File: src/rtl/ilv_ram_ctrl.sv
// Turbo-encoder interleaver RAM sequencer: fills a block in natural order, drains it in QPP order.
// Optional build macro ILV_BYPASS_EN adds a 'bypass' input that selects natural drain order.
module ilv_ram_ctrl #(
    parameter int DEPTH = 2396,
    parameter int AW    = 12,
    parameter int DW    = 2
) (
    input  logic          clk,
    input  logic          rst_n,
    input  logic          start,
    input  logic [AW-1:0] k_len,
    input  logic [AW-1:0] f1,
    input  logic [AW-1:0] f2,
`ifdef ILV_BYPASS_EN
    input  logic          bypass,
`endif
    output logic          busy,
    output logic          done,
    output logic          cfg_err,
    input  logic          in_valid,
    output logic          in_ready,
    input  logic [DW-1:0] in_data,
    output logic          out_valid,
    input  logic          out_ready,
    output logic [DW-1:0] out_data,
    output logic          out_last,
    output logic [AW-1:0] ram_addra,
    output logic [DW-1:0] ram_dia,
    output logic          ram_wea,
    output logic [AW-1:0] ram_addrb,
    output logic [DW-1:0] ram_dib,
    output logic          ram_web,
    input  logic [DW-1:0] ram_dob
);

    typedef enum logic [1:0] {
        IDLE  = 2'd0,
        SETUP = 2'd1,
        FILL  = 2'd2,
        DRAIN = 2'd3
    } state_t;

    localparam logic [AW-1:0] DEPTH_V = AW'(DEPTH);
    localparam logic [AW-1:0] ONE     = AW'(1);

    state_t state, state_nxt;

    logic [AW-1:0] k_reg, f1_reg, f2_reg;
    logic [AW-1:0] wr_cnt, rd_cnt;
    logic [AW-1:0] pi, g, s;

`ifdef ILV_BYPASS_EN
    logic byp_reg;
`else
    localparam logic byp_reg = 1'b0;
`endif

    logic [DW-1:0] buf_data [2];
    logic [1:0]    buf_last;
    logic          head, tail;
    logic [1:0]    buf_cnt;
    logic          inflight, inflight_last;

    logic          k_ok, cfg_ok, accept, pop, issue, head_last;
    logic [1:0]    occ;

    // Both operands are already reduced below m, so one conditional subtract suffices.
    function automatic logic [AW-1:0] mod_add(input logic [AW-1:0] a,
                                              input logic [AW-1:0] b,
                                              input logic [AW-1:0] m);
        logic [AW:0] sum;
        sum = {1'b0, a} + {1'b0, b};
        return (sum >= {1'b0, m}) ? AW'(sum - {1'b0, m}) : AW'(sum);
    endfunction

    assign k_ok = (k_len != '0) && (k_len <= DEPTH_V);
`ifdef ILV_BYPASS_EN
    assign cfg_ok = k_ok && (bypass || ((f1 < k_len) && (f2 < k_len)));
`else
    assign cfg_ok = k_ok && (f1 < k_len) && (f2 < k_len);
`endif

    assign accept    = (state == FILL) && in_valid;
    assign head_last = buf_last[head];
    assign pop       = (state == DRAIN) && (buf_cnt != 2'd0) && out_ready;

    // A slot freed by this cycle's pop can be refilled immediately, giving one beat per cycle.
    assign occ   = buf_cnt + {1'b0, inflight} - {1'b0, pop};
    assign issue = (state == DRAIN) && (rd_cnt < k_reg) && (occ < 2'd2);

    always_comb begin
        state_nxt = state;
        case (state)
            IDLE:    if (start && cfg_ok) state_nxt = SETUP;
            SETUP:   state_nxt = FILL;
            FILL:    if (accept && (wr_cnt == k_reg - ONE)) state_nxt = DRAIN;
            DRAIN:   if (pop && head_last) state_nxt = IDLE;
            default: state_nxt = IDLE;
        endcase
    end

    assign busy      = (state != IDLE);
    assign in_ready  = (state == FILL);
    assign ram_wea   = accept;
    assign ram_addra = accept ? wr_cnt : '0;
    assign ram_dia   = accept ? in_data : '0;
    assign ram_addrb = (state == DRAIN) ? pi : '0;
    assign ram_dib   = '0;
    assign ram_web   = 1'b0;
    assign out_valid = (buf_cnt != 2'd0);
    assign out_data  = buf_data[head];
    assign out_last  = out_valid && head_last;

    always_ff @(posedge clk) begin
        if (!rst_n) begin
            state   <= IDLE;
            done    <= 1'b0;
            cfg_err <= 1'b0;
            k_reg   <= '0;
            f1_reg  <= '0;
            f2_reg  <= '0;
`ifdef ILV_BYPASS_EN
            byp_reg <= 1'b0;
`endif
        end else begin
            state   <= state_nxt;
            done    <= pop && head_last;
            cfg_err <= (state == IDLE) && start && !cfg_ok;
            if ((state == IDLE) && start && cfg_ok) begin
                k_reg  <= k_len;
                f1_reg <= f1;
                f2_reg <= f2;
`ifdef ILV_BYPASS_EN
                byp_reg <= bypass;
`endif
            end
        end
    end

    // Second-order difference recurrence for pi(i) = f1*i + f2*i^2 mod K; bypass degenerates to g=1, s=0.
    always_ff @(posedge clk) begin
        if (!rst_n) begin
            wr_cnt <= '0;
            rd_cnt <= '0;
            pi     <= '0;
            g      <= '0;
            s      <= '0;
        end else begin
            case (state)
                SETUP: begin
                    wr_cnt <= '0;
                    rd_cnt <= '0;
                    pi     <= '0;
                    g      <= mod_add(byp_reg ? ONE : f1_reg, byp_reg ? '0 : f2_reg, k_reg);
                    s      <= byp_reg ? '0 : mod_add(f2_reg, f2_reg, k_reg);
                end
                FILL: begin
                    if (accept) wr_cnt <= wr_cnt + ONE;
                end
                DRAIN: begin
                    if (issue) begin
                        pi     <= mod_add(pi, g, k_reg);
                        g      <= mod_add(g, s, k_reg);
                        rd_cnt <= rd_cnt + ONE;
                    end
                end
                default: ;
            endcase
        end
    end

    // Two-entry output FIFO fed by the RAM's one-cycle read pipeline.
    always_ff @(posedge clk) begin
        if (!rst_n) begin
            buf_data[0]   <= '0;
            buf_data[1]   <= '0;
            buf_last      <= '0;
            head          <= 1'b0;
            tail          <= 1'b0;
            buf_cnt       <= '0;
            inflight      <= 1'b0;
            inflight_last <= 1'b0;
        end else begin
            inflight      <= issue;
            inflight_last <= issue && (rd_cnt == k_reg - ONE);
            if (inflight) begin
                buf_data[tail] <= ram_dob;
                buf_last[tail] <= inflight_last;
                tail           <= ~tail;
            end
            if (pop) head <= ~head;
            buf_cnt <= buf_cnt + {1'b0, inflight} - {1'b0, pop};
        end
    end

endmodule

File: config.mk
export PLATFORM = sky130hd
export DESIGN_NAME = ilv_ram_ctrl
export DESIGN_NICKNAME = d
export VERILOG_FILES = /design/src/rtl/ilv_ram_ctrl.sv
export SDC_FILE = /design/constraint.sdc
export NUM_CORES = 1
export LEC_CHECK = 0
export ABC_CLOCK_PERIOD_IN_PS = 10800
export BUFFER_PORTS_ARGS = -buffer_cell sky130_fd_sc_hd__buf_2
export CAP_MARGIN = 5
export CORE_MARGIN = 10
export CORE_UTILIZATION = 34
export CTS_CLUSTER_SIZE = 16
export DETAILED_ROUTE_END_ITERATION = 12
export PLACE_DENSITY = 0.58
export SYNTH_ARGS = -nofsm -noshare
export SYNTH_HDL_FRONTEND = slang
export SYNTH_SLANG_ARGS = --single-unit
File: constraint.sdc
create_clock -name clk -period 10.8 [get_ports clk]
set_input_delay 1.62 -clock clk [delete_from_list [all_inputs] [get_ports clk]]
set_output_delay 1.62 -clock clk [all_outputs]
set_load 0.05 [all_outputs]
* Yosys cells after proc, flatten, opt, wreduce, memory -nomap -nowiden
Memory sizes are Yosys's and may differ from the RTL's. A register that Yosys moved wholly into a read port is not among the register bits.
Cells that the tools add are included.
** Storage, ports and cells
- Register bits after elaboration :: 108
- Bits in writable memories :: 4
- Input bits :: 45
- Output and inout bits :: 38
- Word-level logic and storage cells :: 116
- Memories kept :: 1
** Operators by class
- Add/sub/neg operators :: 13
- $lt $le $gt $ge :: 12
- Equality and inequality tests :: 10
- Multiplexer cells :: 33
- Bitwise gates (word level) :: 2
- Reduce and logical (&&, ||, !) cells :: 28
** Memories
- buf_data :: words 2, width 2, read ports 1, clocked after Yosys merged registers in 1, write ports 2, line 58 : logic [DW-1:0] buf_data [2];
** Operators with widths (count)
- $mux 12 :: 10
- $pmux 12 s2 :: 4
- $add 12x12->13 :: 4
- $ge 13x12->1 :: 4
- $sub 12x12->12 :: 4
- $lt 12x12->1 :: 3
- $add 12x1->12 const B :: 2
- $eq 12x12->1 :: 2
- $logic_and 1x1->1 :: 17
- $le 12x12->1 const B :: 1
- $reduce_bool 12->1 :: 1
- $sub 12x1->12 const B :: 1
- $mux 1 :: 11
- $mux 2 :: 5
- $pmux 2 s4 :: 1
- $reduce_bool 2->1 :: 4
- $ne 2x1->1 const B :: 3
- $eq 2x2->1 const B :: 2
- $lt 1x2->1 const B :: 2
- $ne 2x2->1 const B :: 2
- $reduce_and 2->1 :: 2
- $reduce_and 3->1 :: 1
- $add 2x1->2 :: 1
- $bwmux 2 :: 1
- 9 further kinds :: 10

* Longest topological paths before layout
Gate-level depths: netlist (run 1).
- Depth after elaboration :: 8
- Gate-level depth with buffers :: 19
- Gate-level depth less buffers :: 17

* Worst setup path before layout (run 1)
No wires, ideal clock.
- Path kind :: input to output
- Start :: input port in_valid
- End :: output port ram_addra[7]
- Data arrival time :: 2.493 ns
- Data required time :: 9.180 ns
- Setup slack :: 6.687 ns
- Stages :: 2
- Path buffers :: 0
- Cells stage by stage :: nand2_1 > nor2_1
** On the way
- Word-level cells in the longest chain between the ends :: 2
** Ends and longest elaborated chain
- start: declaration :: line 20 : input logic in_valid,
- $logic_and 1x1->1 :: line 83 : assign accept = (state == FILL) && in_valid;
- $mux 12 :: line 105 : assign ram_addra = accept ? wr_cnt : '0;
- end: declaration :: line 27 : output logic [AW-1:0] ram_addra,
Every way passes these cells.

* Final worst setup path (run 1)
- Start :: register g[1]
- End :: register pi[3]
** On the way
- Word-level cells in the longest chain between the ends :: 5
- Elaborated cells on any way between the ends :: 6
- Classes of those cells :: add/sub (2); order compare (1); mux (3)
** Ends and longest elaborated chain
- start: declaration :: line 50 : logic [AW-1:0] pi, g, s;
- start signal: assignment :: line 154 : g <= mod_add(byp_reg ? ONE : f1_reg, byp_reg ? '0 : f2_reg, k_reg);
- start signal: assignment :: line 163 : g <= mod_add(g, s, k_reg);
- $add 12x12->13 (*) :: line 72 : sum = {1'b0, a} + {1'b0, b};
- $sub 12x12->12 or $ge 13x12->1 (tied branches) :: line 73 : return (sum >= {1'b0, m}) ? AW'(sum - {1'b0, m}) : AW'(sum);
- $mux 12 (*) :: line 73
- $mux 12 (*) :: line 161 : if (issue) begin
- $pmux 12 s2 (*) :: line 149 : case (state)
- end signal: assignment :: line 162 : pi <= mod_add(pi, g, k_reg);
- end: declaration :: line 50
Every way passes the cells marked *; elsewhere a longest branch is shown, timed or not. The select of a mux whose other input is x is not followed.
A chain may end at the register's enable or synchronous reset.

==> flow_summary.yaml, run 1 <==
sta:
  setup_ws_ns: 6.172
  tns_ns: 0
  fin_crit_ns: 4.628
  worstMarginPinSlew_ns: 1.140
  fin_crit_sh_pct: 42.85
  setup_viol_count_final: 0
  final_hold_viol_count: 0
  fmax_mhz: 216.1
  rsz0062_at_grt: "false"
  slew_violations: 0
  finClkSkew_ns: 0.01872
  relSlewSlack_pct: 23.73
placement:
  gp_congestion: 0.9154
  dp_hpwl_um: 23110
  dpl_cell_area_sq_mm: 0.01070
  dp_slack_ns: 6.010
  port-buffer-count: 79
routing:
  drc: 0
  dr_total_vias: 9075
  antenna_left: 0
  drt_iter0_markers: 705
  wire_per_inst_um: 17.56
  first_pass_iters: 5
  wl_um: 29440
  viasPerCell: 5.415
worst_setup_path:
  start_kind: "register"
  endpoint: "pi[3]"
  cp-end-kind: "register"
  critPathSlowestCell: "dfxtp_1"
  path_cells: "ha_1, a21o_1, a21oi_1, o21ai_1, o31a_1, o31ai_1, a21oi_1, xor2_1, ha_1, nand3_1, nor4_1, nor3_1, nand2_1, o211ai_1, o221ai_1, buf_4, mux2i_1, o21ai_1"
  critPathBufInv: 1
  cp.depth: 18
  crit_start: "g[1]"
  cp_max_fo: 8
  arrival_ns: 4.91
  critical_path_class: "register to register"
  crit_required_ns: 11.08
  cp_top_family: "compound AO/OA/AOI/OAI gates"
  reg2reg_to: "pi[3]"
  timing.reg2reg.setup_slack_ns: 6.17
  cpPeakStageDelay_ns: 0.49
  r2r-start: "g[1]"
  r2r_cells: 18
cells_and_area:
  utilization_pct: 39.05
  multiInputGateArea_sq_mm: 0.007263
  diodes: 0
  fillers: 2991
  drive_above_1_share_pct: 9.675
  ff_latch_area_sq_mm: 0.002302
  syn2layout_area_growth_pct: 13.00
  final_area_sq_mm: 0.01127
  nNetsFinal: 1459
global_routing:
  antenna_found_initial: 0
  grt_pass1_wl_um: 46510
  overflow: 0
  grt_pass1_vias: 8567
  grt_max_degree: 55
  grt_usage_pct: 16.04
floorplan:
  die-area_sq_mm: 0.03658
  core_area_sq_mm: 0.02886
  die_h_um: 191.3
  design.portCount: 83
  start_util_pct: 34.56
  rows: 62
  die_w_um: 191.3
clocking:
  postCtsSetupBuffers: 0
  cts.path.max_buffers: 2
  insertion_delay_ns: 0.42
  cts_buffers: 17
  ctsRootBufferMaster: "clkbuf_16"
  cts_resized: 0
  cts_tree: "built"
  cts_sinks: 113
  postCtsHoldBufs: 0
  clk_pin_slew_worst_paths_ns: 0.06
  htreeDepth: 4
logic_synthesis:
  synth_flop_cell: "dfxtp_1"
  avgSynthCellArea_sq_um: 8.188
  yosysWarnings: 0
  yosysSeqAreaShare_pct: 23.08
  ys_ff_latch: 113
  syn_inst: 1218
  yosysUniqueCellTypes: 76
  syn_area_sq_mm: 0.009973
  synth_edf_count: 4
  async_flop_share_pct: 0
pwr:
  ir_worst_vdd_v: 0.0001300
  power_density_mw_per_mm2: 250.1
  p_total_uw: 2818
  p_leak_uw: 0.005007
run_status:
  status: "complete, no violations"
min_path:
  hold_path.class: "register to register"
job:
  drv_cap: 0
[power breakdown]
part,internal [uW],total [uW],leakage (uW),switching [uW]
logic,751,1750,0.00381,997
registers,465,525,0.000924,59.7
clock network,315,546,0.000271,231
[cell families after synthesis]
group                      Yosys count  share of synthesized area [%]
adders and majority gates          135                          17.46
buffers and inverters              103                          4.215
xor gates and xnor gates           103                          9.045
AOI/OAI and AO/OA                  295                          19.48
DFF                                113                          23.08
muxes                               79                          7.979
and+or+nand+nor                    389                          18.69
other                                1                        0.03760
[area by class of cell]
type / count / share of cell area [%]
clock buffers: 19 / 4.030
clock inverters: 13 / 1.021
inverters: 59 / 1.965
multi-input cells: 1004 / 64.45
flip-flops and latches: 113 / 20.43
well taps: 384 / 4.263
repair buffers: 84 / 3.841
[synth_stat cells, types with 17 or more instances]
cell type / instances / area share (%)
a21o_1: 30 / 2.3
and3_1: 23 / 1.4
xnor2_1: 72 / 6.3
nand4_1: 18 / 1.1
and2_1: 19 / 1.2
o21ai_1: 17 / 0.85
o21ai_0: 46 / 2.3
ha_1: 128 / 16
clkbuf_1: 31 / 1.2
xor2_1: 31 / 2.7
nor3_1: 25 / 1.3
dfxtp_1: 109 / 22
inv_1: 57 / 2.1
mux2i_1: 75 / 7.5
nand3_1: 35 / 1.8
nor2_1: 133 / 5.0
nand2_1: 80 / 3.0
a21oi_1: 76 / 3.8
[worst reg2reg max path, stage by stage (launching register included)]
cell,delay [ns]
dfxtp_1,0.49
ha_1,0.29
a21o_1,0.15
a21oi_1,0.24
o21ai_1,0.17
o31a_1,0.30
o31ai_1,0.34
a21oi_1,0.17
xor2_1,0.17
ha_1,0.33
nand3_1,0.14
nor4_1,0.08
nor3_1,0.33
nand2_1,0.10
o211ai_1,0.25
o221ai_1,0.35
buf_4,0.32
mux2i_1,0.18
o21ai_1,0.09
[placed cells by master, fill, tap and decap left out, types with 12 or more instances in the layout]
cell type,n
o21a_1,16
o211ai_1,14
nand4_1,18
o21ai_1,17
a21o_1,30
dfxtp_1,109
a21oi_1,76
nor3_1,24
xnor2_1,72
nand3_1,35
and2_1,19
o21ai_0,46
and3_1,23
mux2i_1,75
buf_2,79
clkbuf_16,18
xor2_1,31
nor2_1,133
inv_1,57
nand2_1,80
nor2b_1,12
ha_1,128
[worst min-delay path by stage]
stage,start,to,cells after the start
finish,buf_last[1],buf_last[1],2
global route,pi[7],pi[7],2
CTS,buf_last[1],buf_last[1],2
floorplan,buf_last[1],buf_last[1],2
detailed placement,buf_last[1],buf_last[1],2
global placement,buf_last[1],buf_last[1],2
[per-stage QoR]
stage | std cells | hold slack, ns
4_1_cts | 1676 | 0.4591
3_3_place_gp | 1644 | 0.4439
3_5_place_dp | 1644 | 0.4498
6_report | 1676 | 0.4586
2_1_floorplan | 1220 | 0.4360
5_1_grt | 1676 | 0.4936
[routing by layer]
metal  GRT usage, %  routed length (um)  up-vias
li1               -                   -     4539
met1          21.90               14370     4260
met2          25.31               13180      248
met3          2.897                1460       28
met4          4.387                 425        0
met5              0                   0        -
No activity file was read; power rests on OpenSTA's default activity.
==> run 2: changes to the inputs <==
- ABC_CLOCK_PERIOD_IN_PS: 10800 -> 3800
- PLACE_DENSITY: 0.58 -> 0.6
- clock period: 10.8 -> 3.8 ns (I/O delays scaled with it)
==> flow_summary.yaml, run 2 (same netlist as run 1, synthesis figures left out) <==
sta:
  fin_crit_sh_pct: 97.84
  relSlewSlack_pct: 49.87
  finClkSkew_ns: 0.01387
  fmax_mhz: 269.0
  final_hold_viol_count: 0
  worstMarginPinSlew_ns: 0.7519
  slew_violations: 0
  setup_ws_ns: 0.08210
  fin_crit_ns: 3.718
  setup_viol_count_final: 0
  rsz0062_at_grt: "true"
floorplan:
  die_h_um: 191.3
  core_area_sq_mm: 0.02886
  die-area_sq_mm: 0.03658
  die_w_um: 191.3
  rows: 62
  start_util_pct: 34.56
  design.portCount: 83
worst_setup_path:
  start_kind: "register"
  cp-end-kind: "register"
  crit_required_ns: 4.12
  arrival_ns: 4.04
  cp_max_fo: 6
  critical_path_class: "register to register"
clocking:
  ctsRootBufferMaster: "clkbuf_16"
  clk_pin_slew_worst_paths_ns: 0.06
  cts_tree: "built"
  htreeDepth: 4
  insertion_delay_ns: 0.44
  cts.path.max_buffers: 2
  cts_buffers: 17
  cts_sinks: 113
global_routing:
  antenna_found_initial: 0
  grt_pass1_wl_um: 50390
  overflow: 0
  grt_pass1_vias: 9181
  grt_usage_pct: 17.24
  grt_max_degree: 55
routing:
  wl_um: 32210
  drt_iter0_markers: 741
  first_pass_iters: 5
  antenna_left: 0
  viasPerCell: 5.403
  drc: 0
  dr_total_vias: 9541
  wire_per_inst_um: 18.24
pwr:
  p_clk_share_pct: 17.0
  swShare_pct: 44.10
  power_density_mw_per_mm2: 754.0
  comb_power_share_pct: 67.2
  ir_worst_vdd_v: 0.0004920
  p_total_uw: 9266
  seq_power_share_pct: 15.9
  internal-power_uw: 5179
  switching_power_uw: 4087
  p_leak_uw: 0.005563
cells_and_area:
  final_area_sq_mm: 0.01229
  layout_commonest_cell: "nor2_1"
  layout_common_cells: "130 x nor2_1, 120 x ha_1, 103 x dfxtp_1"
  syn2layout_area_growth_pct: 23.22
  diodes: 0
  nNetsFinal: 1549
  utilization_pct: 42.59
  drive_above_1_share_pct: 19.75
  fillers: 2884
run_status:
  status: "complete, no violations"
min_path:
  hold_path.class: "primary input to register"
placement:
  gp_congestion: 0.9241
  port-buffer-count: 79
  dp_slack_ns: -0.1487
  dp_hpwl_um: 24760
  dpl_cell_area_sq_mm: 0.01127
job:
  drv_cap: 0
run 2: changes by cell type in the layout (fill, tap and decap cells not counted), moves of 4 or more:
cell | previous run | this run
buf_4 | 5 | 89
xnor2_1 | 72 | 62
xnor2_2 | 0 | 10
a21oi_1 | 76 | 67
a21oi_2 | 0 | 9
ha_1 | 128 | 120
dfxtp_1 | 109 | 103
dfxtp_2 | 0 | 6
ha_2 | 0 | 4
ha_4 | 0 | 4
inv_8 | 2 | 6
run 2: worst max-delay path: stages (launching register included):
cell and delay (ns):
dfxtp_2 0.34, ha_4 0.22, a21o_1 0.19, a21oi_2 0.20, o21ai_2 0.09, o31a_1 0.33
o31ai_4 0.24, a21oi_2 0.11, xor2_1 0.15, ha_1 0.33, nand3_2 0.08, nor4_1 0.05
nor3_2 0.28, nand2_1 0.08, o211ai_1 0.25, o221ai_2 0.17, buf_6 0.17, mux2i_1 0.11
a22o_1 0.20
run 2: power groups by stage:
stage | clock, uW | sequential (uW) | combinational [uW]
6_report | 1570 | 1470 | 6220
5_1_grt | 1650 | 1480 | 6770
3_3_place_gp | 0 | 1490 | 5520
3_5_place_dp | 0 | 1490 | 5550
4_1_cts | 1600 | 1460 | 5690
2_1_floorplan | 0 | 1430 | 4010
run 2: repair_timing:
action	CTS	global route
buffers inserted	4	13
gates resized for setup	12	55
pin swaps	3	48
gates cloned	0	1
hold buffers	0	0
setup endpoints to repair	23	24
run 2: stage by stage:
stage	setup TNS [ns]	cells	hold slack [ns]
global placement	-0.1255	1716	0.4517
floorplan	0	1220	0.4360
detailed placement	-1.496	1716	0.4533
finish	0	1766	0.4054
global route	-1.325	1766	0.4091
CTS	-0.02527	1752	0.3929
run 2: cell type report:
type	count	area [sq um]	area share, %
Clock buffer	17	425.4	3.462
Inverter	59	221.5	1.802
Timing Repair Buffer	174	1145	9.316
Sequential cell	113	2310	18.79
Clock inverter	15	142.6	1.161
Tap cell	384	480.5	3.910
Multi-Input combinational cell	1004	7565	61.56
run 2: worst paths after layout:
check / from / cells past startpoint / end / slack, ns
setup / recovery: pi[1] / 18 / pi[1] / 0.08
hold / removal: f1[8] / 3 / f1_reg[8] / 0.41
setup reg to reg: pi[1] / 18 / pi[1] / 0.08
hold reg to reg: buf_last[1] / 2 / buf_last[1] / 0.46
run 2: per-layer routing:
layer  wire, um  part of all wire [%]  GRT usage (%)
met5          0                     0              0
met4        786                   2.4          5.138
met3       1723                   5.3          3.061
met2      14590                    45          27.38
met1      15110                    47          23.29
==> run 3: changes to the inputs <==
- CORE_MARGIN: 10 -> 3
- PLACE_DENSITY: 0.6 -> not set
- PLACE_DENSITY_LB_ADDON: not set -> 0.08
==> flow_summary.yaml, run 3 (same netlist as run 1, synthesis figures left out) <==
run_status:
  status: "complete, no violations"
clocking:
  cts_sinks: 113
  clk_pin_slew_worst_paths_ns: 0.06
  ctsRootBufferMaster: "clkbuf_16"
  cts.path.max_buffers: 2
  htreeDepth: 4
  insertion_delay_ns: 0.43
  cts_tree: "built"
  postCtsHoldBufs: 0
  cts_buffers: 17
min_path:
  min_path_cells: 3
  worstHoldStart: "f1[1]"
  whs_endpoint: "f1_reg[1]"
  hold_path.class: "primary input to register"
placement:
  dp.cells: 1738
  dp_slack_ns: -0.2204
  gp_congestion: 0.8401
  dp_hpwl_um: 26380
  port-buffer-count: 79
pwr:
  power_density_mw_per_mm2: 751.8
  internal-power_uw: 5312
  ir_worst_vdd_v: 0.0003865
  swShare_pct: 42.95
  p_leak_uw: 0.005598
  p_clk_share_pct: 18.2
  seq_power_share_pct: 15.9
  comb_power_share_pct: 65.9
  switching_power_uw: 3999
routing:
  dr_total_vias: 9339
  viasPerCell: 5.247
  wire_per_inst_um: 18.74
  drt_iter0_markers: 551
  drc: 0
  antenna_left: 0
  wl_um: 33360
  first_pass_iters: 5
floorplan:
  die-area_sq_mm: 0.03142
  core_area_sq_mm: 0.02878
  die_w_um: 177.3
  design.portCount: 83
  rows: 62
  die_h_um: 177.3
  start_util_pct: 34.65
cells_and_area:
  final_cells: 1780
  nNetsFinal: 1563
  drive_above_1_share_pct: 19.84
  layout_common_cells: "131 x nor2_1, 125 x ha_1, 104 x dfxtp_1"
  syn2layout_area_growth_pct: 24.19
  fillers: 2948
  layout_commonest_cell: "nor2_1"
  diodes: 0
worst_setup_path:
  reg2reg_to: "g[8]"
  cpPeakStageDelay_ns: 0.43
  cp_max_fo: 5
  arrival_ns: 4.09
  crit_required_ns: 4.12
  r2r-start: "f2_reg[0]"
  start_kind: "register"
  cp-end-kind: "register"
  cp_top_family: "compound AO/OA/AOI/OAI gates"
  critical_path_class: "register to register"
  r2r_cells: 16
  timing.reg2reg.setup_slack_ns: 0.03
  critPathBufInv: 1
  path_cells: "ha_4, fa_2, a211oi_4, o21a_1, o211ai_1, a21oi_1, xnor2_1, ha_1, a21oi_2, o311ai_1, a2111o_1, a22o_4, buf_6, mux2i_4, o22ai_2, a21o_1"
  critPathSlowestCell: "a2111o_1"
global_routing:
  grt_max_degree: 43
  antenna_found_initial: 0
  grt_pass1_vias: 9154
  overflow: 0
  grt_usage_pct: 21.16
  grt_pass1_wl_um: 51670
sta:
  fmax_mhz: 265.2
  final_hold_viol_count: 0
  relSlewSlack_pct: 54.22
  setup_viol_count_final: 0
  fin_crit_sh_pct: 99.24
  finClkSkew_ns: 0.02355
  setup_ws_ns: 0.02900
  worstMarginPinSlew_ns: 0.6676
  fin_crit_ns: 3.771
  slew_violations: 0
  rsz0062_at_grt: "true"
job:
  drv_cap: 0
-- run 3: cell types whose count changed in the layout (fill, tap and decap cells not counted), sizes merged --
cell      delta
buf         +15
inv          -6
bufinv       +3
clkinvlp     +3
clkbuf       -1
-- run 3: per-layer routing --
metal  part of all wire (%)  track usage [%]
met1                     48            28.37
met2                     46            34.98
met3                    3.2            2.467
met4                    3.1            7.690
met5                      0                0
-- run 3: worst reg2reg max path: stages, from the launching register on --
cell and delay (ns):
dfxtp_2 0.33, ha_4 0.16, fa_2 0.38, a211oi_4 0.24, o21a_1 0.21, o211ai_1 0.10
a21oi_1 0.19, xnor2_1 0.18, ha_1 0.30, a21oi_2 0.15, o311ai_1 0.11, a2111o_1 0.43
a22o_4 0.30, buf_6 0.14, mux2i_4 0.19, o22ai_2 0.11, a21o_1 0.15
-- run 3: cell type report --
class | count | area [sq um] | area share, %
multi-input combinational | 1004 | 7510 | 60.63
sequential | 113 | 2308 | 18.64
timing repair buffer | 188 | 1257 | 10.15
tap | 384 | 480.5 | 3.879
clock buffer | 17 | 425.4 | 3.435
inverter | 59 | 221.5 | 1.788
clock inverter | 15 | 182.7 | 1.475
-- run 3: stage by stage --
stage | total power [uW] | instance area [sq um] | utilization [%] | TNS [ns] | hold WS, ns
3_3_place_gp | 7215 | 11430 | 39.72 | -1.748 | 0.4618
4_1_cts | 9088 | 12150 | 42.21 | 0 | 0.3973
2_1_floorplan | 5440 | 9981 | - | 0 | 0.4360
5_1_grt | 9974 | 12390 | 43.04 | -1.068 | 0.4269
6_report | 9311 | 12390 | 43.04 | 0 | 0.4069
3_5_place_dp | 7188 | 11430 | 39.72 | -2.929 | 0.4611
-- run 3: what timing repair did --
action | 4_1_cts | 5_1_grt
pin swaps | 20 | 33
hold endpoints to repair | 0 | 0
resized for setup | 20 | 41
buffers inserted | 3 | 7
endpoints found under the setup margin | 24 | 24
-- run 3: power groups by stage --
stage	Sequential (uW)	Combinational [uW]	Clock [uW]
floorplan	1430	4010	0
global placement	1510	5710	0
detailed placement	1510	5680	0
CTS	1480	5880	1730
global route	1500	6710	1770
finish	1480	6130	1700
-- run 3: worst max path at each step --
| stage | startpoint | to | slack [ns] | depth (start not counted) |
|---|---|---|---|---|
| 3_5_place_dp | g[0] | pi[0] | -0.22 | 18 |
| 4_1_cts | g[0] | pi[1] | 0.0002 | 17 |
| 5_1_grt | f2_reg[0] | g[8] | -0.16 | 16 |
| 6_report | f2_reg[0] | g[8] | 0.03 | 16 |
| 3_3_place_gp | pi[0] | pi[0] | -0.18 | 18 |
| 2_1_floorplan | g[1] | pi[2] | 0.05 | 18 |
